File: config.mk
export PLATFORM = sky130hd
export DESIGN_NAME = vertex_mac_accum
export DESIGN_NICKNAME = d
export VERILOG_FILES = /design/src/rtl/vertex_mac_accum.sv
export SDC_FILE = /design/constraint.sdc
export NUM_CORES = 2
export LEC_CHECK = 0
export ABC_AREA = 1
export CELL_PAD_IN_SITES_DETAIL_PLACEMENT = 0
export CELL_PAD_IN_SITES_GLOBAL_PLACEMENT = 1
export CORE_ASPECT_RATIO = 1.1
export CORE_UTILIZATION = 49
export DETAILED_ROUTE_END_ITERATION = 8
export PLACE_DENSITY_LB_ADDON = 0.1
export RECOVER_POWER = 25
export SETUP_SLACK_MARGIN = 0.5
export SYNTH_ARGS = -nofsm -noshare
export SYNTH_HDL_FRONTEND = slang
export SYNTH_SLANG_ARGS = --single-unit
File: constraint.sdc
create_clock -name clk -period 8.9 [get_ports clk]
set_input_delay 1.78 -clock clk [delete_from_list [all_inputs] [get_ports clk]]
set_output_delay 1.78 -clock clk [all_outputs]
set_load 0.05 [all_outputs]
File: src/rtl/vertex_mac_accum.sv
// vertex_mac_accum: lane-wise MAC with per-row accumulation and output FIFO.
// Optional VERTEX_MAC_SATURATE_EN makes result narrowing saturate instead of wrap.
module vertex_mac_accum #(
  parameter int MULT_PER_PE = 4,
  parameter int FV_SIZE     = 16,
  parameter int FRAC_BITS   = 8,
  parameter int ACC_W       = 40,
  parameter int ROW_W       = 5,
  parameter int OUT_DEPTH   = 4
) (
  input  logic                           clk,
  input  logic                           reset,
  input  logic                           beat_valid,
  input  logic [MULT_PER_PE*FV_SIZE-1:0] weight_in,
  input  logic [MULT_PER_PE*FV_SIZE-1:0] fv_in,
  input  logic                           sos,
  input  logic                           change,
  input  logic                           eos,
  input  logic                           out_ready,
  output logic                           out_valid,
  output logic [FV_SIZE-1:0]             out_data,
  output logic [ROW_W-1:0]               out_row,
  output logic                           seq_done,
  output logic                           busy,
  output logic                           overflow,
  output logic                           proto_err
);

  localparam int PW = 2 * FV_SIZE;
  localparam int AW = $clog2(OUT_DEPTH);

  typedef enum logic {
    IDLE,
    RUN
  } state_t;

  state_t state, state_nx;
  logic   accept;
  logic   perr_set;

  always_ff @(posedge clk) begin
    if (reset) state <= IDLE;
    else       state <= state_nx;
  end

  always_comb begin
    state_nx = state;
    accept   = 1'b0;
    perr_set = 1'b0;
    unique case (state)
      IDLE: begin
        if (beat_valid) begin
          if (sos) begin
            accept   = 1'b1;
            state_nx = eos ? IDLE : RUN;
          end else begin
            perr_set = 1'b1;
          end
        end
      end
      RUN: begin
        if (beat_valid) begin
          accept = 1'b1;
          if (sos) perr_set = 1'b1;
          if (eos) state_nx = IDLE;
        end
      end
      default: state_nx = IDLE;
    endcase
  end

  // Stage 1: lane products and beat flags
  logic signed [PW-1:0] prod_d [MULT_PER_PE];
  logic signed [PW-1:0] prod_q [MULT_PER_PE];
  logic s1_valid, s1_first, s1_end, s1_eos;

  always_comb begin
    for (int i = 0; i < MULT_PER_PE; i++) begin
      prod_d[i] = PW'($signed(weight_in[i*FV_SIZE +: FV_SIZE]))
                * PW'($signed(fv_in[i*FV_SIZE +: FV_SIZE]));
    end
  end

  always_ff @(posedge clk) begin
    if (accept) prod_q <= prod_d;
  end

  always_ff @(posedge clk) begin
    if (reset) begin
      s1_valid <= 1'b0;
      s1_first <= 1'b0;
      s1_end   <= 1'b0;
      s1_eos   <= 1'b0;
    end else begin
      s1_valid <= accept;
      s1_first <= accept & sos;
      s1_end   <= accept & (change | eos);
      s1_eos   <= accept & eos;
    end
  end

  // Stage 2: reduction and row accumulation
  logic signed [ACC_W-1:0] acc, sop, base, res, shifted;
  logic        [ROW_W-1:0] row_cnt, row_base;
  logic        [FV_SIZE-1:0] fmt_res;

  always_comb begin
    sop = '0;
    for (int i = 0; i < MULT_PER_PE; i++) begin
      sop = sop + ACC_W'(prod_q[i]);
    end
    base     = s1_first ? '0 : acc;
    row_base = s1_first ? '0 : row_cnt;
    res      = base + sop;
    shifted  = res >>> FRAC_BITS;
  end

`ifdef VERTEX_MAC_SATURATE_EN
  localparam logic signed [ACC_W-1:0] SMAX =
    {{(ACC_W-FV_SIZE+1){1'b0}}, {(FV_SIZE-1){1'b1}}};
  localparam logic signed [ACC_W-1:0] SMIN = ~SMAX;

  always_comb begin
    if (shifted > SMAX)      fmt_res = SMAX[FV_SIZE-1:0];
    else if (shifted < SMIN) fmt_res = SMIN[FV_SIZE-1:0];
    else                     fmt_res = shifted[FV_SIZE-1:0];
  end
`else
  always_comb fmt_res = shifted[FV_SIZE-1:0];
`endif

  always_ff @(posedge clk) begin
    if (reset) begin
      acc     <= '0;
      row_cnt <= '0;
    end else if (s1_valid) begin
      if (s1_end) begin
        acc     <= '0;
        row_cnt <= s1_eos ? '0 : row_base + ROW_W'(1);
      end else begin
        acc     <= res;
        row_cnt <= row_base;
      end
    end
  end

  // Output FIFO
  logic [FV_SIZE-1:0] mem_d [OUT_DEPTH];
  logic [ROW_W-1:0]   mem_r [OUT_DEPTH];
  logic [AW-1:0]      wr_ptr, rd_ptr;
  logic [AW:0]        count;
  logic push, pop, full, push_ok;

  assign push    = s1_valid & s1_end;
  assign full    = count == (AW+1)'(OUT_DEPTH);
  assign pop     = out_valid & out_ready;
  assign push_ok = push & (~full | pop);

  assign out_valid = count != '0;
  assign out_data  = out_valid ? mem_d[rd_ptr] : '0;
  assign out_row   = out_valid ? mem_r[rd_ptr] : '0;

  always_ff @(posedge clk) begin
    if (push_ok) begin
      mem_d[wr_ptr] <= fmt_res;
      mem_r[wr_ptr] <= row_base;
    end
  end

  always_ff @(posedge clk) begin
    if (reset) begin
      wr_ptr <= '0;
      rd_ptr <= '0;
      count  <= '0;
    end else begin
      if (push_ok) wr_ptr <= wr_ptr + AW'(1);
      if (pop)     rd_ptr <= rd_ptr + AW'(1);
      unique case ({push_ok, pop})
        2'b10:   count <= count + (AW+1)'(1);
        2'b01:   count <= count - (AW+1)'(1);
        default: count <= count;
      endcase
    end
  end

  // Status
  logic eos2;

  always_ff @(posedge clk) begin
    if (reset) begin
      eos2      <= 1'b0;
      seq_done  <= 1'b0;
      overflow  <= 1'b0;
      proto_err <= 1'b0;
    end else begin
      eos2      <= s1_valid & s1_eos;
      seq_done  <= eos2;
      overflow  <= overflow | (push & full & ~pop);
      proto_err <= proto_err | perr_set;
    end
  end

  assign busy = (state == RUN) | s1_valid | eos2;

endmodule
Word-level counts from Yosys, hierarchy flattened
Memories as Yosys holds them, arrays and structs flattened. A register that Yosys moved wholly into a read port is not among the register bits.
Index checks and enable logic that the tools add are counted.
- bits in registers: 189
- RAM bits: 84
- bits of input ports: 135
- output and inout port bits: 26
- word-level logic and storage cells: 82
- memories kept: 2
- memories (memory ; depth ; width ; read ports ; clocked after Yosys merged registers in ; wr ports ; line ; source):
    mem_d ; 4 ; 16 ; 1 ; 1 ; 1 ; 148 ; logic [FV_SIZE-1:0] mem_d [OUT_DEPTH];
    mem_r ; 4 ; 5 ; 1 ; 1 ; 1 ; 149 ; logic [ROW_W-1:0] mem_r [OUT_DEPTH];
- add/subtract/negate cells: 9
- multipliers: 4
- equality and inequality tests: 3
- mux-type cells: 26
- bitwise gates (word level): 18
- reductions and logical operators: 2
- operators by type and width (kind ; count):
    $mul A16 B16 Y32 ; 4
    $mux W40 ; 2
    $add A40 B35 Y40 ; 1
    $add A34 B32 Y35 ; 1
    $add A33 B32 Y34 ; 1
    $add A32 B32 Y33 ; 1
    $mux W5 ; 4
    $mux W16 ; 1
    $mux W1 ; 11
    $and A1 B1 Y1 ; 9
    $mux W2 ; 4
    $or A1 B1 Y1 ; 6
    $pmux W1 S2 ; 3
    $pmux W3 S2 ; 1
    $add A5 B1 Y5 const B ; 1
    $add A2 B1 Y2 const B ; 2
    $add A3 B1 Y3 const B ; 1
    $eq A3 B3 Y1 const B ; 1
    $not A1 Y1 ; 3
    $reduce_bool A3 Y1 ; 1
    $sub A3 B1 Y3 const B ; 1
    $eq A2 B1 Y1 const B ; 1
    $eq A2 B2 Y1 const B ; 1
    $reduce_bool A2 Y1 ; 1

Longest topological paths before layout
- depth in word-level cells: 6
- depth in mapped cells: 27
- mapped depth without buffers: 26

Worst setup path after synthesis
OpenSTA, ideal clock, no wires.
- path type: input port to flip-flop
- from: input fv_in[23]
- to: register prod_q[81] in the netlist's numbering (data pin)
- library setup time: 0.265 ns
- arrival time: 6.744 ns
- data required time: 8.635 ns
- setup slack: 1.891 ns
- stages: 21
- path buffers: 2
- path through: clkbuf_1 > buf_1 > nand2_1 > fa_1 > inv_1 > fa_1 > inv_1 > fa_1 > inv_1 > fa_1 > fa_1 > inv_1 > fa_1 > inv_1 > ha_1 > a21oi_1 > a21boi_0 > nand2_1 > a21oi_1 > o21ai_0 > xor2_1
- RTL lines (what ; line ; source):
    start, declared ; 15 ; input logic [MULT_PER_PE*FV_SIZE-1:0] fv_in,
    end signal, assigned ; 85 ; if (accept) prod_q <= prod_d;
    end, declared ; 74 ; logic signed [PW-1:0] prod_q [MULT_PER_PE];

==> run summary <==
run status: complete, but fails checks
failing checks: capacitance limit, slew limit
CP max stage cell: clkdlybuf4s50_1
final core occ: 0.5313
final worst-path cycle share: 0.8349
CP arrival: 7.72 ns
Clock Latency Late Sink: 0.54 ns
gr ovfl total: 0
Synth Instances: 5398
dpl hpwl: 89.50 mm
Async S/R FF share, synth: 0
Worst Setup Path Type: input port to register
CTS clk-pin slew, worst paths: 0.06 ns
max-slew violations: 73
crit path buf inv count: 5
first-pass GRT wire length: 176.5 mm
area share of fa/ha/maj cells after synthesis: 0.4687
Max Cap Violations: 2
hold_ws: 0.4293 ns
DR DRC count: 0
via count: 32270
actual slew at the worst max-slew pin: 1.974 ns
cts bufs inserted: 24
Critical Path Start Type: input port
clk root buf: clkbuf_16
CTS sink cnt: 227
Slew headroom: -0.3159
Final min period: 7.431 ns
Synth Area in XOR/XNOR: 0.02329
final setup vio count: 0
Syn-to-layout area delta: 7.409%
post-CTS sizing: 0
Max stage delay on crit path: 0.92 ns
layout cells sized above 1: 0.01918
Commonest cells post-synth: 1588 x inv_1, 1313 x nand2_1, 817 x fa_1, 321 x ha_1, 229 x nor2_1
post-synthesis cell type count: 47
mux cell area share after synthesis: 0
synthesis warning total: 0
flop and latch count out of synthesis: 227
Total Neg Setup Slack: 0 ns
RSZ-0062 raised after global routing: no
worst-path fanout max: 16
compound-gate portion of the synthesized area: 0.04315
Die Height: 314.4 um
Max Fclk: 0.1346 GHz
worst-path cell chain: clkdlybuf4s50_1 > nand2_1 > fa_1 > inv_1 > fa_1 > fa_1 > fa_1 > fa_1 > inv_1 > fa_1 > inv_1 > ha_1 > nand2_1 > nor3_1 > nand2_1 > or2_2 > nand3_1 > inv_1 > nand2_1 > nand2_1
CP top delay family: adder cells
synthesized area per cell: 8.052 um2
First DRT Iteration DRCs: 1848
drt wl/cell: 16.38 um
Synth Area in Simple Gates: 0.1620
Worst Skew: 0.009117 ns
ANT cells: 0
cts hold-fix bufs: 0
HP Class: register to register
standard-cell rows: 114
syn_nets: 6671
mapped cell area: 43470 um2
required time of the worst setup path: 9.19 ns
Total GRT Usage: 0.2508
die area: 89900 um2
count leader, synth: inv_1
main combinational cell family by area after synthesis: adder cells
Crit. End Element: register
most frequent CP cell: fa_1
Post-synth top flop: edfxtp_1
number of flops mapped to enable cells by yosys: 180
initial antenna violation count: 0
Synth area leader: fa_1
Final Wtd Congestion: 0.9081
Port Buffers: 160
initial cell density of the core: 0.4947
floorplan core area: 87860 um2
Top Ports: 161
post-CTS setup buffer count: 0
post-synthesis sequential area ratio: 0.1460
vias per std cell: 4.904
Die X: 286.0 um
Fillers: 8516
CTS tree: yes
first drt pass iteration count: 5
vias in the first global route: 33330
Longest Clk Path Bufs: 3
Layout Nets: 6676
top area cells in the synthesized netlist: fa_1 38%, inv_1 14%, edfxtp_1 12%
largest net degree at the start of global routing: 63
Hold Fails Final Rpt: 0
CTS H-tree depth: 1
area share of the largest cell type after synthesis: 0.3763
routed wire length: 107.8 mm
Detail Route Antenna Nets: 0
## per-stage QoR
step                instance area, um2  instances  worst slack [ns]
global route                     46690       6581            0.9964
global placement                 45940       6537            0.9344
detailed placement               45940       6537            0.8651
CTS                              46710       6581             1.414
finish                           46690       6581             1.469
floorplan                        43470       5398             1.891
## cell usage in the layout, fill, tap and decap left out, types with 24 or more instances in the layout
cell type,instances
edfxtp_1,180
clkbuf_16,24
xor2_1,68
fa_1,817
inv_1,1588
ha_1,321
o21ai_0,108
a21oi_1,175
nand4_1,25
nor2_1,225
dfxtp_1,47
clkdlybuf4s50_1,152
buf_4,27
nand3_1,131
nand2_1,1313
xnor2_1,42
## cell type report
type	instances	area (um2)	area share
clock inverters	15	132.6	0.002841
repair buffers	192	1823	0.03905
clock buffers	29	629.4	0.01348
inverters	1596	5992	0.1283
flip-flops and latches	227	6346	0.1359
multi-input cells	3362	30310	0.6493
well taps	1160	1451	0.03109
## worst paths after layout
check	start	to	slack, ns	cells past startpoint
setup / recovery	fv_in[49]	prod_q[23]	1.47	20
hold reg to reg	eos2	seq_done	0.43	2
hold / removal	eos2	seq_done	0.43	2
setup reg to reg	s1_first	acc[13]	4.52	14
## per-layer routing
| layer | global-route usage | wire (um) | vias up |
|---|---|---|---|
| met3 | 0.01797 | 3624 | 141 |
| met4 | 0.06077 | 2792 | 0 |
| met5 | 0 | 0 | - |
| li1 | - | - | 15570 |
| met2 | 0.4472 | 54820 | 622 |
| met1 | 0.3314 | 46550 | 15940 |
## logic make-up (layout without fill, tap and decap cells)
kind of cell	count (synthesis)	in the layout
and+or+nand+nor	1764	1764
buffers and inverters	1809	1832
adders and majority gates	1138	1138
DFF	227	227
xor gates and xnor gates	113	113
AOI/OAI and AO/OA	347	347
## worst min-delay path: cells and delay by family (launching register included)
kind | cells | cell delay, ns
flops | 1 | 0.29
buf+inv | 1 | 0.06
simple gates | 1 | 0.04
## state kept, by name (all words and copies together) (netlist names), 2 cells and up, named ones only
name,count
mem_d,64
row_cnt,5
wr_ptr,2
acc,24
prod_q,96
rd_ptr,2
count,3
mem_r,20
Power is left out: the tool's default activity adds up to more than one toggle a clock period on the data nets, which glitch-free logic cannot reach.
